$ cat src/rtl/fourier_readout.sv
// Result buffer for the Fourier datapath: stores one frame of DEPTH bins from
// the transform core, then answers registered regAddr -> regData reads while done is high.
module fourier_readout #(
  parameter int DEPTH  = 16,
  parameter int DATA_W = 32
) (
  input  logic              clk,
  input  logic              reset,
  input  logic              start,
  input  logic              wr_valid,
  input  logic [DATA_W-1:0] wr_data,
  output logic              wr_ready,
  input  logic [31:0]       regAddr,
  output logic [31:0]       regData,
  output logic              done,
  output logic              overflow
);

  localparam int AW = $clog2(DEPTH);

  typedef enum logic {
    COLLECT = 1'b0,
    DONE    = 1'b1
  } state_t;

  state_t            state;
  logic [AW-1:0]     wr_idx;
  logic [AW-1:0]     rd_idx;
  logic [DATA_W-1:0] mem [DEPTH];
  logic              wr_accept;
  logic              unused_addr;

  // Handshake: a bin transfers on any edge where wr_valid && wr_ready, unless
  // start is high in that cycle, in which case the new frame wins and the bin is dropped.
  assign wr_accept   = wr_valid && wr_ready && (state == COLLECT) && !start;
  assign rd_idx      = regAddr[AW-1:0];
  assign unused_addr = ^regAddr[31:AW];

  // Result storage carries no reset; done gates every read of it.
  always_ff @(posedge clk) begin
    if (wr_accept) mem[wr_idx] <= wr_data;
  end

  always_ff @(posedge clk or posedge reset) begin
    if (reset) begin
      state    <= COLLECT;
      wr_idx   <= '0;
      wr_ready <= 1'b0;
      done     <= 1'b0;
      overflow <= 1'b0;
    end else if (start) begin
      state    <= COLLECT;
      wr_idx   <= '0;
      wr_ready <= 1'b1;
      done     <= 1'b0;
      overflow <= 1'b0;
    end else begin
      case (state)
        COLLECT: begin
          wr_ready <= 1'b1;
          done     <= 1'b0;
          if (wr_accept) begin
            if (wr_idx == AW'(DEPTH - 1)) begin
              state    <= DONE;
              wr_idx   <= '0;
              wr_ready <= 1'b0;
              done     <= 1'b1;
            end else begin
              wr_idx <= wr_idx + AW'(1);
            end
          end
        end
        DONE: begin
          wr_ready <= 1'b0;
          done     <= 1'b1;
          if (wr_valid) overflow <= 1'b1;
        end
        default: begin
          state    <= COLLECT;
          wr_idx   <= '0;
          wr_ready <= 1'b1;
          done     <= 1'b0;
        end
      endcase
    end
  end

  // Read uses the registered done, so a start pulse in DONE still returns stored data that cycle.
  always_ff @(posedge clk or posedge reset) begin
    if (reset) regData <= '0;
    else       regData <= done ? 32'(mem[rd_idx]) : 32'd0;
  end

endmodule

$ cat config.mk
export PLATFORM = sky130hd
export DESIGN_NAME = fourier_readout
export DESIGN_NICKNAME = d
export VERILOG_FILES = /design/src/rtl/fourier_readout.sv
export SDC_FILE = /design/constraint.sdc
export NUM_CORES = 1
export LEC_CHECK = 0
export ABC_CLOCK_PERIOD_IN_PS = 10300
export BUFFER_PORTS_ARGS = -buffer_cell sky130_fd_sc_hd__buf_2
export CAP_MARGIN = 5
export CELL_PAD_IN_SITES_DETAIL_PLACEMENT = 1
export CELL_PAD_IN_SITES_GLOBAL_PLACEMENT = 2
export CORE_ASPECT_RATIO = 0.9
export CORE_MARGIN = 3
export CORE_UTILIZATION = 51
export DETAILED_ROUTE_END_ITERATION = 12
export PLACE_DENSITY = 0.95
export SLEW_MARGIN = 20
export SYNTH_ARGS = -nofsm -noshare
export SYNTH_HDL_FRONTEND = slang
export SYNTH_SLANG_ARGS = --single-unit
$ cat constraint.sdc
create_clock -name clk -period 10.3 [get_ports clk]
set_input_delay 2.06 -clock clk [delete_from_list [all_inputs] [get_ports clk]]
set_output_delay 2.06 -clock clk [all_outputs]
set_load 0.01 [all_outputs]
==> flow_summary.yaml <==
run_status:
  status: "finished, final reports clean"
worst_setup_path:
  path_buf_inv: 2
  critPathTopFamily: "buffers and inverters"
  cp_slowest_cell: "buf_12"
  worst_ep_arrival_time_ns: 4.77
  worstSetupEndpointType: "flip-flop"
  slowest_delay_ns: 0.82
  criticalPathCategory: "input port to flip-flop"
  start_kind: "input port"
  worstPathMaxFanout: 138
  path_cells: "buf_8, buf_12, mux4_1, o21ai_1, o21ai_1"
  worst_path_most_repeated_cell: "o21ai_1"
  worstPathRequired_ns: 10.72
synthesis:
  synth_fa_ha_area_share_pct: 0.236
  synth-xor-area-share_pct: 0.0413
  synth.mux.area_fraction_pct: 12.3
  syn-num-nets: 1202
  yosys.area_share.simple_pct: 1.79
  netlist_area_sq_mm: 0.0212
  synth_compound_area_share_pct: 5.77
  synth-seq-cells: 551
  postSynthAreaPerCell_sq_um: 18.8
  yosys.cell_types.count: 34
  synthCells: 1130
  ys_seq_area_share_pct: 77.1
  synth_top_family_by_area: "multiplexers"
  ys.warnings.count: 0
sta:
  slew_violations: 0
  fin_crit_ns: 4.34
  fin_setup_tns_ns: 0
  max_freq_mhz: 230
  hold_viol: 0
  fin_skew_ns: 0.0183
  worst_slew_pin_slew_ns: 1.13
  setup_viol_count_final: 0
  period_share_pct: 42.2
  maxSlewHeadroom_pct: 24.6
  rsz0062_at_grt: "false"
finish:
  final-instance-count-excl-fill: 1803
  final_common_cell: "edfxtp_1"
  layout_common_cells: "edfxtp_1, mux2i_1, a22oi_1"
  nets: 1290
  seq_area_sq_mm: 0.0164
  drive_gt1_share_pct: 16.7
  area_delta_synth_final_pct: 12.1
  fillers: 3631
  multi_input_area_sq_mm: 0.00441
cts:
  ctsHoldBuffers: 0
  cts_tree: "yes"
  cts-root-buf: "clkbuf_16"
  insertion_delay_ns: 0.60
  htreeDepth: 2
  cts_max_path_buffers: 3
  post-cts-setup-buffers: 0
  clk_pin_slew_worst_paths_ns: 0.06
  cts_buffers: 54
  cts_resized: 0
  cts_sinks: 551
power:
  seq_power_share_pct: 53.5
  p_comb_share_pct: 4.0
  peakVddDrop_uv: 133
  power.density_mw_per_mm2: 194
  pwr-share-clk_pct: 42.6
  sw_frac_of_total_pct: 21.0
  power_switching_w: 0.000969
  internal-power_w: 0.00364
  leakage_nw: 8.61
grt:
  grt_usage_pct: 24.0
  grt_overflow: 0
  grt_max_degree: 139
  antenna_found_initial: 2
  grt_pass1_vias: 12000
  grt_pass1_wl_um: 78200
placed_design:
  gp_congestion: 0.710
  dp_cells: 1702
  place_hpwl_um: 25900
  portBuffers: 74
route:
  first_pass_iters: 5
  routed_wl_um: 52800
  wl_per_cell_um: 29.3
  drcViolationCount: 0
  top_layer: "met5"
  route.met2.wl_um: 27400
  wl_met1_um: 20800
  routed_via_density: 6.10
  drtIter0Drc: 1078
  via_count: 11000
  antenna_left: 0
  wl_met3_um: 3230
die:
  die_x_um: 221
  die-area_sq_mm: 0.0441
  initial_utilization_pct: 51.9
  core_sq_mm: 0.0408
  row_count: 70
  die_h_um: 199
  ios: 103
run:
  max-cap-violations: 0
hold_path:
  hold_class: "flip-flop to flip-flop"
==> worst min-delay path: cells and delay by family (launching register included) <==
| kind | cells | cell delay (ns) |
|---|---|---|
| compound gates | 1 | 0.05 |
| simple gates | 1 | 0.08 |
| flops | 1 | 0.35 |
==> metrics by stage <==
stage / cell area, sq um / setup WS (ns) / utilization [%] / power, W / hold slack [ns]
floorplan: 21200 / 5.05 / - / 0.00263 / 0.526
global placement: 22000 / 5.45 / 53.9 / 0.00268 / 0.478
detailed placement: 22000 / 5.37 / 53.9 / 0.00269 / 0.510
CTS: 23800 / 6.04 / 58.2 / 0.00463 / 0.520
global route: 23800 / 5.86 / 58.2 / 0.00474 / 0.575
finish: 23800 / 5.96 / 58.2 / 0.00461 / 0.515
==> synthesized netlist by cell type <==
master    count  area share [%]
a21oi_1       5            0.12
a221oi_2      6            0.42
nor3_1        4           0.094
clkbuf_2      1           0.024
mux4_2        8            0.85
buf_2         7            0.17
nor2_2        1           0.030
ha_1          4            0.24
buf_4         2           0.071
nand2_1      62             1.1
a221oi_1      6            0.25
a22oi_1     104             3.7
nand2b_1      3           0.089
o22a_1        1           0.041
buf_12       12             1.1
and3b_1       1           0.041
nand3b_1      1           0.035
nor2b_1       2           0.059
nor2_1       16            0.28
or4_1         1           0.035
inv_1         5           0.089
edfxtp_1    512              73
buf_8         1           0.071
and2_1        1           0.030
clkbuf_1     28            0.50
o21ai_0       1           0.024
buf_6        13            0.69
o21ai_1      24            0.57
mux4_1        4            0.50
a311oi_1      1           0.041
mux2i_1     232              11
o22ai_1      21            0.62
dfrtp_1      39             4.6
xor2_1        1           0.041
==> power groups by stage <==
stage / sequential, W / combinational, W / clock (W)
2_1_floorplan: 0.00251 / 0.000120 / 0
4_1_cts: 0.00246 / 0.000182 / 0.00198
5_1_grt: 0.00246 / 0.000197 / 0.00208
6_report: 0.00246 / 0.000182 / 0.00196
3_3_place_gp: 0.00251 / 0.000168 / 0
3_5_place_dp: 0.00251 / 0.000180 / 0
==> routing by layer <==
layer | vias to the layer above | track usage, %
li1 | 4712 | -
met2 | 420 | 42.2
met3 | 100 | 4.52
met5 | - | 0
met1 | 5757 | 30.8
met4 | 4 | 7.03
==> layout make-up <==
cell class / count / share of cell area, %
well taps: 540 / 2.84
flip-flops and latches: 551 / 68.8
clock inverters: 17 / 0.779
inverters: 5 / 0.0790
clock buffers: 83 / 6.57
repair buffers: 96 / 2.35
multi-input cells: 510 / 18.6
diodes: 1 / 0.0105
==> kinds of logic after synthesis <==
| logic type | after synthesis |
|---|---|
| compound gates | 169 |
| xor+xnor | 1 |
| fa+ha+maj | 4 |
| buf+inv | 69 |
| flops | 551 |
| mux | 244 |
| simple gates | 92 |
==> worst paths after layout <==
| path | start | end | slack (ns) | cells after the start |
|---|---|---|---|---|
| worst max-delay path | regAddr[0] | regData[1]$_DFF_PP0_ | 5.96 | 5 |
| worst min-delay path | overflow$_DFFE_PP0P_ | overflow$_DFFE_PP0P_ | 0.52 | 2 |
| worst max register to register | done$_DFF_PP0_ | mem[9][25]$_DFFE_PP_ | 7.46 | 5 |
| worst min register to register | overflow$_DFFE_PP0P_ | overflow$_DFFE_PP0P_ | 0.52 | 2 |
| max in group asynchronous | reset | regData[29]$_DFF_PP0_ | 8.12 | 3 |
| min in group asynchronous | reset | regData[16]$_DFF_PP0_ | 1.68 | 3 |
==> registers in the layout, indices dropped and copies added (netlist names) <==
| name | flops |
|---|---|
| done | 1 |
| regData | 32 |
| overflow | 1 |
| wr_ready | 1 |
| wr_idx | 4 |
| mem | 512 |
(Power assumes the default switching activity.)
